===== src/rtl/simdive_op_scheduler.sv =====
// simdive_op_scheduler: round-robin front end sharing one
// fixed-latency SIMDive mul/div datapath between two requesters.
module simdive_op_scheduler #(
  parameter int N     = 16,
  parameter int LAT   = 4,
  parameter int DEPTH = 2
) (
  input  logic           clk,
  input  logic           rst_n,
  input  logic           req0_valid,
  output logic           req0_ready,
  input  logic           req0_mode,
  input  logic           req0_func,
  input  logic [N-1:0]   req0_a,
  input  logic [N-1:0]   req0_b,
  input  logic           req1_valid,
  output logic           req1_ready,
  input  logic           req1_mode,
  input  logic           req1_func,
  input  logic [N-1:0]   req1_a,
  input  logic [N-1:0]   req1_b,
  output logic           resp0_valid,
  input  logic           resp0_ready,
  output logic [2*N-1:0] resp0_data,
  output logic [1:0]     resp0_dz,
  output logic           resp1_valid,
  input  logic           resp1_ready,
  output logic [2*N-1:0] resp1_data,
  output logic [1:0]     resp1_dz,
  output logic           dp_valid,
  output logic           dp_mode,
  output logic           dp_func,
  output logic [N-1:0]   dp_a,
  output logic [N-1:0]   dp_b,
  input  logic           dp_out_valid,
  input  logic [2*N-1:0] dp_result,
  output logic           err
);
  localparam int AW = $clog2(DEPTH);
  localparam int CW = AW + 1;
  localparam int OW = $clog2(DEPTH + LAT + 2) + 1;

  logic           last_grant;
  logic           iss_own;
  logic [1:0]     iss_dz;
  logic           tag_v  [LAT];
  logic           tag_o  [LAT];
  logic [1:0]     tag_dz [LAT];
  logic [2*N-1:0] mem_d  [2][DEPTH];
  logic [1:0]     mem_dz [2][DEPTH];
  logic [AW-1:0]  wptr   [2];
  logic [AW-1:0]  rptr   [2];
  logic [CW-1:0]  cnt    [2];
  logic           push_k [2];
  logic           wr_en  [2];
  logic           pop    [2];
  logic           full   [2];
  logic [OW-1:0]  occ0, occ1;
  logic           elig0, elig1;
  logic           grant0, grant1;
  logic           sel_mode, sel_func;
  logic [N-1:0]   sel_a, sel_b;
  logic [1:0]     win_dz;
  logic           hv, ho;
  logic [1:0]     hdz;

  // credits in use: FIFO entries plus ops issued or in the tag pipe
  always_comb begin
    occ0 = OW'(cnt[0]);
    occ1 = OW'(cnt[1]);
    if (dp_valid) begin
      if (iss_own) occ1 = occ1 + OW'(1);
      else         occ0 = occ0 + OW'(1);
    end
    for (int i = 0; i < LAT; i++) begin
      if (tag_v[i]) begin
        if (tag_o[i]) occ1 = occ1 + OW'(1);
        else          occ0 = occ0 + OW'(1);
      end
    end
  end

  assign elig0  = req0_valid && (occ0 < OW'(DEPTH));
  assign elig1  = req1_valid && (occ1 < OW'(DEPTH));
  assign grant0 = elig0 && (!elig1 || last_grant);
  assign grant1 = elig1 && (!elig0 || !last_grant);
  assign req0_ready = grant0;
  assign req1_ready = grant1;

  assign sel_mode = grant1 ? req1_mode : req0_mode;
  assign sel_func = grant1 ? req1_func : req0_func;
  assign sel_a    = grant1 ? req1_a    : req0_a;
  assign sel_b    = grant1 ? req1_b    : req0_b;

  // divide-by-zero flags of the winning op, per lane in SIMD mode
  always_comb begin
    win_dz = 2'b00;
    if (sel_func) begin
      if (sel_mode)
        win_dz = {sel_b[N-1:N/2] == '0, sel_b[N/2-1:0] == '0};
      else
        win_dz = {2{sel_b == '0}};
    end
  end

  // issue register: drives the datapath for one cycle per grant
  always_ff @(posedge clk or negedge rst_n) begin
    if (!rst_n) begin
      dp_valid   <= 1'b0;
      dp_mode    <= 1'b0;
      dp_func    <= 1'b0;
      dp_a       <= '0;
      dp_b       <= '0;
      iss_own    <= 1'b0;
      iss_dz     <= 2'b00;
      last_grant <= 1'b1;
    end else begin
      dp_valid <= grant0 | grant1;
      if (grant0 | grant1) begin
        dp_mode    <= sel_mode;
        dp_func    <= sel_func;
        dp_a       <= sel_a;
        dp_b       <= sel_b;
        iss_own    <= grant1;
        iss_dz     <= win_dz;
        last_grant <= grant1;
      end
    end
  end

  // tag pipe: head lines up with the datapath result strobe
  always_ff @(posedge clk or negedge rst_n) begin
    if (!rst_n) begin
      for (int i = 0; i < LAT; i++) begin
        tag_v[i]  <= 1'b0;
        tag_o[i]  <= 1'b0;
        tag_dz[i] <= 2'b00;
      end
    end else begin
      tag_v[0]  <= dp_valid;
      tag_o[0]  <= iss_own;
      tag_dz[0] <= iss_dz;
      for (int i = 1; i < LAT; i++) begin
        tag_v[i]  <= tag_v[i-1];
        tag_o[i]  <= tag_o[i-1];
        tag_dz[i] <= tag_dz[i-1];
      end
    end
  end

  assign hv  = tag_v[LAT-1];
  assign ho  = tag_o[LAT-1];
  assign hdz = tag_dz[LAT-1];

  assign resp0_valid = cnt[0] != '0;
  assign resp1_valid = cnt[1] != '0;
  assign resp0_data  = mem_d[0][rptr[0]];
  assign resp1_data  = mem_d[1][rptr[1]];
  assign resp0_dz    = mem_dz[0][rptr[0]];
  assign resp1_dz    = mem_dz[1][rptr[1]];

  // per-requester push/pop strobes
  always_comb begin
    push_k[0] = dp_out_valid && hv && !ho;
    push_k[1] = dp_out_valid && hv && ho;
    pop[0]    = resp0_valid && resp0_ready;
    pop[1]    = resp1_valid && resp1_ready;
    for (int k = 0; k < 2; k++) begin
      full[k]  = cnt[k] == CW'(DEPTH);
      wr_en[k] = push_k[k] && !full[k];
    end
  end

  // response FIFOs, one per requester
  always_ff @(posedge clk or negedge rst_n) begin
    if (!rst_n) begin
      for (int k = 0; k < 2; k++) begin
        for (int d = 0; d < DEPTH; d++) begin
          mem_d[k][d]  <= '0;
          mem_dz[k][d] <= 2'b00;
        end
        wptr[k] <= '0;
        rptr[k] <= '0;
        cnt[k]  <= '0;
      end
    end else begin
      for (int k = 0; k < 2; k++) begin
        if (wr_en[k]) begin
          mem_d[k][wptr[k]]  <= dp_result;
          mem_dz[k][wptr[k]] <= hdz;
          wptr[k] <= wptr[k] + 1'b1;
        end
        if (pop[k]) rptr[k] <= rptr[k] + 1'b1;
        cnt[k] <= cnt[k] + CW'(wr_en[k]) - CW'(pop[k]);
      end
    end
  end

  // sticky error: strobe/tag mismatch or push into a full FIFO
  always_ff @(posedge clk or negedge rst_n) begin
    if (!rst_n) begin
      err <= 1'b0;
    end else if ((dp_out_valid != hv) ||
                 (push_k[0] && full[0]) ||
                 (push_k[1] && full[1])) begin
      err <= 1'b1;
    end
  end

endmodule


===== config.mk =====
export PLATFORM = sky130hd
export DESIGN_NAME = simdive_op_scheduler
export DESIGN_NICKNAME = d
export VERILOG_FILES = /design/src/rtl/simdive_op_scheduler.sv
export SDC_FILE = /design/constraint.sdc
export NUM_CORES = 1
export LEC_CHECK = 0
export ABC_AREA = 1
export BUFFER_PORTS_ARGS = -buffer_cell sky130_fd_sc_hd__clkbuf_2
export CAP_MARGIN = 20
export CORE_MARGIN = 2
export CORE_UTILIZATION = 50
export DETAILED_ROUTE_END_ITERATION = 16
export GPL_ROUTABILITY_DRIVEN = 0
export PLACE_DENSITY = 0.76
export SYNTH_ARGS = -nofsm -noshare
export SYNTH_HDL_FRONTEND = slang
export SYNTH_SLANG_ARGS = --single-unit
export TNS_END_PERCENT = 1

===== constraint.sdc =====
create_clock -name clk -period 12.45 [get_ports clk]
set_input_delay 1.8675 -clock clk [delete_from_list [all_inputs] [get_ports clk]]
set_output_delay 1.8675 -clock clk [all_outputs]
set_load 0.03 [all_outputs]

==> results list <==
* Run status: completed
- Count of warnings emitted by yosys: 0
* Sort of element at the start of the critical path: flip-flop
* Met1 wire length: 10.3 mm
- The number of antenna violations at the first check in global routing came to 0.
* Number of global-route vias before repair: about 8100
- Summing every instance area after synthesis gives 0.00959 mm^2.
- Prior to clock tree synthesis, the placed netlist has a worst setup slack of 5.82 ns.
* Maximum achievable frequency: about 0.14 GHz
- For the worst flop-to-flop path, the logic depth is 29.
* Total via count after detailed routing: 8260
* Wire length per cell after detailed routing: 13.9 um
- Bufs on Longest Clock Path: 2
* Fraction of synthesized cell area taken by the top area cell type: 51.9%
- Endpoint of the worst-slack reg-to-reg timing path: dp_a[15]
- After detailed placement, the total cell area comes to 0.0108 mm^2.
- Maximum number of pins on one net before global-route repair: about 120
- The filler cells instantiated in the layout total around 1700.
- Area leader, netlist: sky130_fd_sc_hd__dfrtp_1
- The count of buffers added on input and output ports is 214.
* CTS Hold Buffers Added: 0
- Total power divided by cell area: 317 mW/mm^2
* Area growth syn-to-layout: 19.0%
- On the critical path, the stage with the largest delay is an instance of sky130_fd_sc_hd__dfrtp_1.
- Hold-critical path endpoint: tag_dz[4]
* Crit path time final: 7.10 ns
* H-Tree Level Count: 4
- Most frequent cell on the critical path: sky130_fd_sc_hd__nand2_1
* I/O pins: between 200 and 250
- In this run, CTS created clock tree buffers numbering 17.
* Worst path arrival time: about 5.2 ns
* Number of gates resized after CTS: 0
- The detailed router used layers up to and including met4.
- Routed length on met3: 1.56 mm
* Minimum setup slack among reg-to-reg paths: 7.08 ns
- After detailed routing, the met2 layer carries 10.7 mm of wire.
- Setup_tns: 0 ns
- STA classifies the critical path endpoint as an output pin.
- Final-stage net count: 1541
- FP Rows: 50
* HPWL Detailed: 15.6 mm
* Clk_skew: 0.0101 ns
- Pin slew with the least headroom to its limit: 0.947 ns
- The clock net in this run drives a total of 200 sinks.
- Area enclosed by the die boundary: approximately 0.020 mm^2
- In the finished design, the share of the clock period the worst path needs comes to between 50% and 60%.
- Data on the critical path is required at its endpoint by 10.58 ns.
* Overall overflow remaining after global route: 0
* Initial cell density of the core: roughly half
- Chip Height: approximately 140 um
- Sum of internal, switching and leakage power: approximately 3.6 mW
- Number of max-cap violations: 0
* Total DRC errors in the routed layout: 0
* Core outline area: 0.0188 mm^2
- IR analysis of the VDD net gives a maximum drop of 0.000211 V.
* Final setup vio count: 0
- Clock-pin transition on the worst setup and hold timing paths: 0.07 ns
- The number of nets in the synthesized netlist is approximately 1400.
- Total track usage: 24.0%
- Sequential fraction of the synthesis area: 52.2%
* Post-CTS setup-driven buffer insertion count: 0
- Path type of the worst setup path: reg -> out
- Clock tree synthesis selected as its root buffer the cell sky130_fd_sc_hd__clkbuf_16.
* Remaining number of nets flagged by the antenna check after routing: 0
- Number of detailed-routing iterations run before antenna repair: 5
- Detailed router's first-iteration violation count: 512
- Once layout is done, the placed cells without fillers occupy 0.0114 mm^2.
- Avg Synthesized Cell Area: 7.80 um^2
* Number of synthesized flops with an enable pin: 0
- In this run the most critical hold path is launched from tag_dz[6].
- Counting flops and latches in the post-synthesis netlist gives 200.
- Biggest cell delay along the critical path: approximately 0.41 ns
* First-pass GRT wire length: 38.7 mm
- The final-report max-slew violation count was 0.
- For the worst-skew pair, the clock arrives at the later sink with an insertion delay of about 0.43 ns.
- Min-Delay Path Class: reg -> reg
- Crit path max fanout: 34
- Antenna diode count: 0
- Sorting the synthesized cells by how often they occur yields sky130_fd_sc_hd__nand2_1 (495), sky130_fd_sc_hd__dfrtp_1 (199), sky130_fd_sc_hd__o21ai_0 (133).
- Reg-to-reg startpoint: cnt[0]
- In the synthesized netlist the dominant register cell turns out to be sky130_fd_sc_hd__dfrtp_1.
- By area the synthesized netlist is led by sky130_fd_sc_hd__dfrtp_1 (52%), sky130_fd_sc_hd__nand2_1 (19%), sky130_fd_sc_hd__o21ai_0 (6.9%).
* Cell count of the worst hold path: 0
- TritonCTS clock tree: built
- Counting distinct cell types in the post-synthesis netlist gives 33.
- In the synthesized netlist, the number of instances is 1230.
* Post-synthesis async set-or-reset flop share: 100%
- Relative max-transition margin: 36.9%
- Setup repair after global routing left no endpoint under its margin.
- Dominant cell by count in the synthesized netlist: sky130_fd_sc_hd__nand2_1
- Setup WS post-layout: 5.35 ns
* Fraction of layout cells with a size suffix above 1: 20.6%
* Leakage power summed over all cells: approximately 6.4 nW
- For this block, the routed nets add up to 23.0 mm of wire.
- In the routed layout, each cell is associated on average with a via count of approximately 5.0.
- The final hold violation count came to 0.
- In this run the horizontal extent of the chip is 142 um.
worst max-delay path by stage:
stage / to / from / depth (start not counted)
2_1_floorplan: req1_ready / cnt[0] / 27
3_3_place_gp: req1_ready / cnt[0] / 26
3_5_place_dp: req1_ready / cnt[0] / 26
4_1_cts: req1_ready / cnt[0] / 26
5_1_grt: req1_ready / cnt[0] / 26
6_report: req1_ready / cnt[0] / 26
cells by family (layout without fill, tap and decap cells):
kind of cell             Yosys count  after routing  synth area share [%]
adder cells (fa/ha/maj)           19             19                  2.48
AO/OA/AOI/OAI                    195            195                  10.2
flip-flops                       200            200                  52.2
multiplexers                       1              1                 0.104
AND/OR/NAND/NOR                  626            626                  26.9
XOR/XNOR                           7              7                 0.639
buffers and inverters            182            380                  7.45
worst max-delay path, delay by kind of cell, from the launching register on:
family / cells / cell delay (ns)
and+or+nand+nor: 15 / 2.23
adders and majority gates: 5 / 1.44
buffers and inverters: 5 / 0.54
DFF: 1 / 0.41
AOI/OAI and AO/OA: 1 / 0.15
cell usage in the layout (no fill, tap or decap), types with 6 or more instances in the layout:
| master | instances |
|---|---|
| sky130_fd_sc_hd__nand2_1 | 494 |
| sky130_fd_sc_hd__clkbuf_2 | 213 |
| sky130_fd_sc_hd__dfrtp_1 | 199 |
| sky130_fd_sc_hd__o21ai_0 | 133 |
| sky130_fd_sc_hd__inv_1 | 118 |
| sky130_fd_sc_hd__nand3_1 | 46 |
| sky130_fd_sc_hd__o21ai_1 | 42 |
| sky130_fd_sc_hd__nor2_1 | 40 |
| sky130_fd_sc_hd__a21oi_1 | 19 |
| sky130_fd_sc_hd__nand2_2 | 19 |
| sky130_fd_sc_hd__ha_1 | 19 |
| sky130_fd_sc_hd__clkbuf_16 | 17 |
| sky130_fd_sc_hd__buf_4 | 9 |
| sky130_fd_sc_hd__nand3b_1 | 6 |
state kept, by name, summed over array words and instances (netlist names), 3 cells and up:
signal	flops
mem_d	128
dp_a	16
dp_b	16
cnt	4
mem_dz	8
tag_dz	6
tag_o	3
tag_v	3
stage by stage:
step / utilization, % / std cells / hold slack [ns]
2_1_floorplan: - / 1230 / 0.331
3_3_place_gp: 57.5 / 1629 / 0.334
3_5_place_dp: 57.5 / 1629 / 0.335
4_1_cts: 60.6 / 1661 / 0.351
5_1_grt: 60.8 / 1662 / 0.370
6_report: 60.8 / 1662 / 0.350
layout make-up:
class | count | area (um^2) | area share, %
well taps | 234 | 293 | 2.57
clock buffers | 20 | 457 | 4.00
flip-flops and latches | 200 | 5010 | 43.9
repair buffers | 224 | 1170 | 10.3
clock inverters | 12 | 139 | 1.22
multi-input cells | 848 | 3870 | 34.0
inverters | 124 | 465 | 4.08
layer usage:
metal | global-route usage [%] | up-vias
li1 | - | 4195
met1 | 31.5 | 3754
met2 | 39.9 | 275
met3 | 5.35 | 36
met4 | 7.82 | 0
met5 | 0 | -
report_power, final:
part,total [mW],switching [mW],internal (mW)
registers,1.08,0.155,0.928
logic,1.98,1.41,0.573
clock network,0.555,0.245,0.310
(Power assumes the default switching activity.)
